[config.mk]
export PLATFORM = sky130hd
export DESIGN_NAME = deperf_sync_ctrl
export DESIGN_NICKNAME = d
export VERILOG_FILES = /design/src/rtl/deperf_sync_ctrl.sv
export SDC_FILE = /design/constraint.sdc
export NUM_CORES = 1
export LEC_CHECK = 0
export ABC_AREA = 1
export ABC_CLOCK_PERIOD_IN_PS = 2800
export BUFFER_PORTS_ARGS = -buffer_cell sky130_fd_sc_hd__buf_2
export CORE_MARGIN = 5
export CORE_UTILIZATION = 30
export DETAILED_ROUTE_END_ITERATION = 12
export GPL_ROUTABILITY_DRIVEN = 0
export GPL_TIMING_DRIVEN = 0
export PLACE_DENSITY = 0.52
export SLEW_MARGIN = 5
export SYNTH_ARGS = -nofsm -noshare
export SYNTH_HDL_FRONTEND = slang
export SYNTH_SLANG_ARGS = --single-unit
export TNS_END_PERCENT = 10
[constraint.sdc]
create_clock -name clk -period 2.8 [get_ports clk]
set_input_delay 0.28 -clock clk [delete_from_list [all_inputs] [get_ports clk]]
set_output_delay 0.28 -clock clk [all_outputs]
set_load 0.005 [all_outputs]
[src/rtl/deperf_sync_ctrl.sv]
// ---------------------------------------------------------------------------
// deperf_sync_ctrl
//
// Branch-synchronisation controller for the rate-1/2 deperforator. Decoder
// error/backtrack events are counted over windows of WIN_LEN valid symbols.
// A bad window (errors >= ERR_TH) while searching, or UNLOCK_WINS consecutive
// bad windows while locked, or an i_resync request, produces a slip: a
// one-cycle pulse on o_sh_pointer/o_dec_flush, followed by a settle period
// of SETTLE_LEN valid symbols before evaluation resumes. LOCK_WINS
// consecutive good windows while searching declare lock.
//
// Optional feature: define DEPERF_SYNC_STATS_EN to add the saturating slip
// counter output o_slip_cnt (cleared only by reset).
//
// Ports
//   clk          : clock
//   reset_n      : asynchronous active-low reset
//   i_en         : controller enable (0 = return to SEARCH, clear counters)
//   i_vld        : symbol strobe shared with the deperforator
//   i_dec_err    : decoder error/backtrack event, one count per cycle high
//   i_resync     : forced slip request (ignored while settling)
//   o_sh_pointer : slip pulse to the deperforator
//   o_dec_flush  : decoder flush pulse, coincident with o_sh_pointer
//   o_phase      : mirror of the deperforator phase flag
//   o_locked     : alignment locked
//   o_slip_cnt   : total slips (DEPERF_SYNC_STATS_EN only)
// ---------------------------------------------------------------------------
module deperf_sync_ctrl #(
    parameter int unsigned WIN_LEN     = 256,
    parameter int unsigned ERR_TH      = 16,
    parameter int unsigned SETTLE_LEN  = 64,
    parameter int unsigned LOCK_WINS   = 4,
    parameter int unsigned UNLOCK_WINS = 2,
    parameter int unsigned CNT_W       = 16
) (
    input  logic             clk,
    input  logic             reset_n,
    input  logic             i_en,
    input  logic             i_vld,
    input  logic             i_dec_err,
    input  logic             i_resync,
    output logic             o_sh_pointer,
    output logic             o_dec_flush,
    output logic             o_phase,
    output logic             o_locked
`ifdef DEPERF_SYNC_STATS_EN
    ,
    output logic [CNT_W-1:0] o_slip_cnt
`endif
);

    typedef enum logic [1:0] {
        SEARCH = 2'd0,
        SETTLE = 2'd1,
        LOCKED = 2'd2
    } state_t;

    localparam logic [CNT_W-1:0] WIN_LAST    = CNT_W'(WIN_LEN - 1);
    localparam logic [CNT_W-1:0] SETTLE_LAST = CNT_W'(SETTLE_LEN - 1);
    localparam logic [CNT_W-1:0] LOCK_LAST   = CNT_W'(LOCK_WINS - 1);
    localparam logic [CNT_W-1:0] UNLOCK_LAST = CNT_W'(UNLOCK_WINS - 1);
    localparam logic [CNT_W:0]   ERR_THR     = (CNT_W + 1)'(ERR_TH);

    state_t           state;
    state_t           state_next;

    logic [CNT_W-1:0] win_cnt;
    logic [CNT_W-1:0] err_cnt;
    logic [CNT_W-1:0] settle_cnt;
    logic [CNT_W-1:0] good_cnt;
    logic [CNT_W-1:0] bad_cnt;

    logic [CNT_W:0]   err_sum;
    logic             win_end;
    logic             win_bad;
    logic             settle_done;
    logic             resync_req;
    logic             slip;
    logic             lock_acq;

    logic             pulse_next;
    logic             locked_next;

    // Window evaluation includes the error strobe of the window-end cycle.
    assign err_sum     = {1'b0, err_cnt} + {{CNT_W{1'b0}}, i_dec_err};
    assign win_end     = (state != SETTLE) && i_vld && (win_cnt == WIN_LAST);
    assign win_bad     = (err_sum >= ERR_THR);
    assign settle_done = (state == SETTLE) && i_vld && (settle_cnt == SETTLE_LAST);
    assign resync_req  = i_resync && (state != SETTLE);

    // A resync that lands on a window end wins; the window is not evaluated.
    assign slip = i_en && (resync_req ||
                  (win_end && win_bad && (state == SEARCH)) ||
                  (win_end && win_bad && (state == LOCKED) && (bad_cnt == UNLOCK_LAST)));

    assign lock_acq = i_en && !resync_req && (state == SEARCH) &&
                      win_end && !win_bad && (good_cnt == LOCK_LAST);

    // ------------------------------------------------------------------
    // State register
    // ------------------------------------------------------------------
    always_ff @(posedge clk or negedge reset_n) begin
        if (!reset_n) begin
            state <= SEARCH;
        end else begin
            state <= state_next;
        end
    end

    // ------------------------------------------------------------------
    // Next-state logic
    // ------------------------------------------------------------------
    always_comb begin
        state_next = state;
        if (!i_en) begin
            state_next = SEARCH;
        end else if (slip) begin
            state_next = SETTLE;
        end else begin
            unique case (state)
                SEARCH:  if (lock_acq) state_next = LOCKED;
                SETTLE:  if (settle_done) state_next = SEARCH;
                LOCKED:  state_next = LOCKED;
                default: state_next = SEARCH;
            endcase
        end
    end

    // ------------------------------------------------------------------
    // Output logic (next values; registered below)
    // ------------------------------------------------------------------
    always_comb begin
        pulse_next  = slip;
        locked_next = o_locked;
        if (!i_en || slip) begin
            locked_next = 1'b0;
        end else if (lock_acq) begin
            locked_next = 1'b1;
        end
    end

    // ------------------------------------------------------------------
    // Registered outputs and counters
    // ------------------------------------------------------------------
    always_ff @(posedge clk or negedge reset_n) begin
        if (!reset_n) begin
            o_sh_pointer <= 1'b0;
            o_dec_flush  <= 1'b0;
            o_phase      <= 1'b0;
            o_locked     <= 1'b0;
            win_cnt      <= '0;
            err_cnt      <= '0;
            settle_cnt   <= '0;
            good_cnt     <= '0;
            bad_cnt      <= '0;
        end else begin
            o_sh_pointer <= pulse_next;
            o_dec_flush  <= pulse_next;
            // The deperforator toggles its phase on the edge that ends the
            // pulse, even if the controller is disabled during that cycle.
            o_phase      <= o_phase ^ o_sh_pointer;
            o_locked     <= locked_next;

            if (!i_en || slip) begin
                win_cnt    <= '0;
                err_cnt    <= '0;
                settle_cnt <= '0;
                good_cnt   <= '0;
                bad_cnt    <= '0;
            end else if (state == SETTLE) begin
                win_cnt <= '0;
                err_cnt <= '0;
                if (i_vld) begin
                    settle_cnt <= settle_done ? '0 : settle_cnt + CNT_W'(1);
                end
            end else begin
                settle_cnt <= '0;
                if (win_end) begin
                    win_cnt <= '0;
                    err_cnt <= '0;
                    if (state == SEARCH) begin
                        good_cnt <= lock_acq ? '0 : good_cnt + CNT_W'(1);
                    end else if (win_bad) begin
                        bad_cnt <= bad_cnt + CNT_W'(1);
                    end else begin
                        bad_cnt <= '0;
                    end
                end else begin
                    if (i_vld) begin
                        win_cnt <= win_cnt + CNT_W'(1);
                    end
                    if (i_dec_err && (err_cnt != '1)) begin
                        err_cnt <= err_cnt + CNT_W'(1);
                    end
                end
            end
        end
    end

`ifdef DEPERF_SYNC_STATS_EN
    // Slip statistics survive disables; only reset clears them.
    always_ff @(posedge clk or negedge reset_n) begin
        if (!reset_n) begin
            o_slip_cnt <= '0;
        end else if (slip && (o_slip_cnt != '1)) begin
            o_slip_cnt <= o_slip_cnt + CNT_W'(1);
        end
    end
`endif

endmodule

# Word-level counts from Yosys, hierarchy flattened
# Cells that the tools add are included.
op_classes:
  n_addsub: 6
  order_cmp: 1
  n_eq_ne: 13
  mux: 29
  bitwise: 1
  n_reduce_logical: 31
ops:
  columns: ["operator", "n"]
  rows:
  - ["$mux 16", 22]
  - ["$add 16x1->16 const B", 5]
  - ["$add 16x1->17", 1]
  - ["$ge 17x5->1 const B", 1]
  - ["$eq 16x1->1 const B", 1]
  - ["$eq 16x2->1 const B", 1]
  - ["$eq 16x6->1 const B", 1]
  - ["$eq 16x8->1 const B", 1]
  - ["$logic_and 1x1->1", 16]
  - ["$ne 16x16->1 const B", 1]
  - ["$mux 2", 4]
  - ["$ne 4x4->1 const B", 2]
  - ["$reduce_bool 4->1", 2]
  - ["$pmux 2 s3", 1]
  - ["$reduce_and 3->1", 2]
  - ["$reduce_bool 2->1", 3]
  - ["$ne 2x1->1 const B", 2]
  - ["$logic_not 1->1", 3]
  - ["$logic_or 1x1->1", 3]
  - ["$ne 3x3->1 const B", 1]
  - ["$eq 2x1->1 const B", 1]
  - ["$eq 2x2->1 const B", 1]
  - ["$logic_not 2->1", 1]
  - ["$mux 1", 2]
  - ["other kinds (3)", 3]
totals:
  reg_bits: 85
  input_bits: 6

# Depth between registers and ports, before layout
depth:
  depth_word: 13
  ltp_mapped: 19
  mapped_depth_nobuf: 18

# Least setup slack after synthesis
# Ideal clock, no wire load.
synth_path:
  path_type: "register to register"
  startpoint: "register err_cnt[0]"
  endpoint: "register good_cnt[14]"
  arrival_time_ps: 2104
  required_time_ps: 2684
  slack_ps: 580
  stages_incl_launch_ff: 20
  path_cell_list: "dfrtp_1 -> ha_1 -> ha_1 -> nand2_1 -> nor2_2 -> nand2_1 -> inv_1 -> nand2_1 -> nand2_1 -> nor2_1 -> nand2_1 -> nor2_2 -> nand2_4 -> nand2_2 -> nand2_2 -> nor2_2 -> nand2_1 -> buf_2 -> nand2_1 -> nand2_1"
synth_between:
  elab_chain_len: 10
synth_lines:
  columns: ["item", "line", "source"]
  rows:
  - ["start: declaration", "68", "logic [CNT_W-1:0] err_cnt;"]
  - ["start signal: assignment", "193", "err_cnt <= err_cnt + CNT_W'(1);"]
  - ["$add 16x1->17 (*)", "85", "assign err_sum = {1'b0, err_cnt} + {{CNT_W{1'b0}}, i_dec_err};"]
  - ["$ge 17x5->1 (*)", "87", "assign win_bad = (err_sum >= ERR_THR);"]
  - ["$logic_not 1->1 or $logic_and 1x1->1 (tied branches)", "97, 93, 94", null]
  - ["$logic_and 1x1->1 (on tied branches)", "97, 93, 94", null]
  - ["$logic_and 1x1->1, or another cell as far along", "97", "win_end && !win_bad && (good_cnt == LOCK_LAST);"]
  - ["$mux 16 or $logic_or 1x1->1 (tied branches)", "182, 93", null]
  - ["$mux 16 or $logic_and 1x1->1 (tied branches)", "181, 92", null]
  - ["$mux 16 or $logic_or 1x1->1 (tied branches)", "178, 164", null]
  - ["$mux 16, or another cell as far along", "170", "end else if (state == SETTLE) begin"]
  - ["$mux 16 or $reduce_and 3->1 (tied branches)", null, null]
  - ["end signal: assignment", "182", "good_cnt <= lock_acq ? '0 : good_cnt + CNT_W'(1);"]
  - ["end: declaration", "70", "logic [CNT_W-1:0] good_cnt;"]
# Every way passes the cells marked *; elsewhere a longest branch is shown, timed or not. The select of a mux whose other input is x is not followed.
# A chain may end at the register's enable or synchronous reset.

# Worst setup path after layout
layout_path:
  startpoint: "register err_cnt[0]"
  endpoint: "register win_cnt[3]"
layout_between:
  elab_chain_len: 9
layout_lines:
  columns: ["item", "line", "source"]
  rows:
  - ["$add 16x1->17 (*)", "85", null]
  - ["$ge 17x5->1 (*)", "87", null]
  - ["$logic_and 1x1->1 (*)", "93, 94", null]
  - ["$logic_and 1x1->1 (on tied branches)", "93, 94", null]
  - ["$logic_or 1x1->1 or $logic_and 1x1->1 (tied branches)", "92, 94", null]
  - ["$logic_or 1x1->1 (*)", "93", "(win_end && win_bad && (state == SEARCH)) ||"]
  - ["$logic_and 1x1->1 (*)", "92", "assign slip = i_en && (resync_req ||"]
  - ["$logic_or 1x1->1 (*)", "164", "if (!i_en || slip) begin"]
  - ["$reduce_bool 4->1 (no line) or $mux 16 (tied branches)", null, null]
  - ["end signal: assignment", "190", "win_cnt <= win_cnt + CNT_W'(1);"]
  - ["end: declaration", "67", "logic [CNT_W-1:0] win_cnt;"]
# Every way passes the cells marked *; elsewhere a longest branch is shown, timed or not.

==> reports/results.ini <==
[synthesis]
syn_inst = 804
synthTopCellsByArea = dfrtp_1 37%, nand2_1 11%, nand3_1 8.3%
syn_nets = 818
avgSynthCellArea_um2 = 7.11
synth_seq_cells = 85
synth_edf_count = 0
synth-warning-count = 0
synthFlopType = dfrtp_1
ys_types = 36
synthesis.area_um2 = 5720
synth_top_area_share_pct = 37.2
async_reset_ff_share_pct = 100
synth_top_area_cell = dfrtp_1
yosysSeqAreaShare_pct = 37.2

[grt]
grtUsageMet2_pct = 21.4
overflow = 0
first_global_vias = 4849
gr-max-usage-layer = met2
antenna_found_initial = 0
grt_usage_pct = 13.2
grt_pass1_wl_mm = 23.8
gr-usage-met1_pct = 18.1
grt_max_degree = 48
grt.met3_usage_pct = 1.74

[power_and_ir_drop]
max-vdd-ir-drop_mv = 0.228
p_leak_nw = 3.08
power.share.clock_pct = 43.5
power_frac_seq_pct = 47.6
switchingPower_uw = 717
p_int_mw = 1.91
powerDensity_nw_per_um2 = 408
p_sw_share_pct = 27.3
power_frac_comb_pct = 8.9

[sta]
max_freq_mhz = 393
fin_hold_ws_ps = 290
rsz0062_at_grt = no
period_needed_ps = 2550
setup_violations = 0
tns_ps = 0
maxSlewViolCount = 0
worstMarginPinSlew_ps = 564
period_share_pct = 91.0
clock_skew_ps = 12.3
final-hold-violation-count = 0
relSlewSlack_pct = 62.4

[hold_path]
min_from = i_en
hold_class = input pin to register
holdPathEnd = o_dec_flush
min_path_cells = 3

[clocking]
cts_buffer_depth = 2
h-tree-depth = 3
clk_latency_ps = 350
cts.sinks = 85
cts-buffers-inserted = 9
cts_tree = done
clk_pin_slew_ps = 70
cts_root_buffer = clkbuf_16

[worst_setup_path]
rrSetupSlack_ps = 250
crit_path_frequent_cell = nand2_1
cp_slowest_cell = dfrtp_1
crit_chain = ha_1, ha_1, nand2_1, nor2_4, nand3_1, nand2_1, nand2_1, nor2_1, nand2_1, nor2_4, nand2_4, nand2_2, nand3_4, nor2_4, buf_6, nand3_1, nand2_1
startpoint_type = register
critical_path_class = register to register
arrival_ps = 2830
max_stage_delay_ps = 380
reg2reg_depth = 17
regToRegEndpoint = win_cnt[3]
end_kind = register
path_max_fanout = 10
cp.required_ps = 3080
timing.rr.start = err_cnt[0]
worstSetupStartpoint = err_cnt[0]

[finish]
final_cells = 1067
nNetsFinal = 843
drive_gt1_share_pct = 7.92
final_common_cell = nand2_1
antennaDiodeCount = 0
layout_common_cells = 168 x nand2_1, 112 x inv_1, 97 x nor2_1, 95 x nand3_1, 85 x dfrtp_1
fillerInstances = 1994
area_growth_pct = 12.6
fin_area_um2 = 6440

[detailed_routing]
ant_nets = 0
detail_route.wirelength_mm = 14.0
first_iter_violations = 300
vias = 5125
drt-pass1-iter-count = 4
routedWlPerCell_um = 13.1
routed_via_density = 4.80
drc_errors = 0

[die]
dieArea_um2 = 21900
core-area_um2 = 18700
chipHeight_um = 148
fp-row-count = 50
die_w_um = 148
start_util_pct = 30.6
top_level_ports = 10

[job]
maxCapViolations = 0

[run_status]
status = completed

[placement]
placed_area_um2 = 6080
dp_hpwl_mm = 10.2
numPortBuffers = 8
dp.cells = 1047

sequential cells by signal, summed over array words and instances (netlist names):
| signal | cells |
|---|---|
| o_dec_flush | 1 |
| state | 2 |
| o_locked | 1 |
| o_phase | 1 |
| settle_cnt | 16 |
| bad_cnt | 16 |
| good_cnt | 16 |
| err_cnt | 16 |
| win_cnt | 16 |
cells in the mapped netlist, types with 6 or more instances:
master / n
buf_1: 6
clkbuf_1: 10
nor3_1: 22
dfrtp_1: 85
nor4_1: 12
inv_1: 112
nand3_1: 95
nor2_1: 99
nand2_1: 169
xor2_1: 47
a21oi_1: 7
o21ai_1: 9
o21ai_0: 13
ha_1: 8
nand4_1: 59
worst max path at each step:
stage	endpoint	slack, ps	depth (start not counted)
2_1_floorplan	good_cnt[14]	580	19
3_3_place_gp	bad_cnt[12]	20	11
3_5_place_dp	bad_cnt[12]	-20	11
4_1_cts	o_locked	90	11
5_1_grt	win_cnt[4]	20	17
6_report	win_cnt[3]	250	17
final cells by class:
cell class,instances,area [um2],share of cell area [%]
multi-input cells,577,3030,47.1
flip-flops and latches,85,2130,33.0
inverters,114,428,6.65
well taps,234,293,4.55
clock buffers,9,225,3.50
plain buffers,28,174,2.70
repair buffers,14,108,1.67
clock inverters,6,47.5,0.739
cells by family after synthesis:
family,count (synthesis),share of synthesized area [%]
and+or+nand+nor,478,39.1
buffers and inverters,142,10.2
xor gates and xnor gates,49,7.51
adders and majority gates,8,1.75
DFF,85,37.2
AOI/OAI and AO/OA,42,4.18
worst max-delay path: cells and delay by family (launching register included):
family / cells / cell delay, ps
flops: 1 / 380
buf+inv: 1 / 170
fa+ha+maj: 2 / 340
simple gates: 14 / 1590
routing by layer:
metal | up-vias | share of wire (%)
li1 | 2680 | -
met1 | 2382 | 51
met2 | 52 | 45
met3 | 11 | 1.9
met4 | 0 | 1.5
met5 | - | 0
metrics by stage:
| step | setup slack, ps | power, mW | util [%] |
|---|---|---|---|
| after CTS | 85.9 | 2.67 | 34.0 |
| after floorplan | 580 | 1.40 | - |
| after detailed placement | -17.3 | 1.50 | 32.5 |
| final | 253 | 2.63 | 34.4 |
| after global routing | 18.1 | 2.75 | 34.4 |
| after global placement | 23.5 | 1.50 | 32.3 |
power by group through the flow:
stage          clock [mW]  combinational (mW)  sequential, mW
6_report             1.14               0.233            1.25
3_5_place_dp            0               0.228            1.27
3_3_place_gp            0               0.225            1.28
5_1_grt              1.23               0.264            1.25
4_1_cts              1.19               0.229            1.25
2_1_floorplan           0               0.129            1.27
timing repair:
item / 4_1_cts / 5_1_grt
pin swaps: 0 / 2
setup buffers: 0 / 3
hold endpoints to repair: 38 / 0
endpoints found under the setup margin: 7 / 73
hold buffers: 1 / 0
gates resized for setup: 1 / 16
cloned: 0 / 1
(Power assumes the default switching activity.)
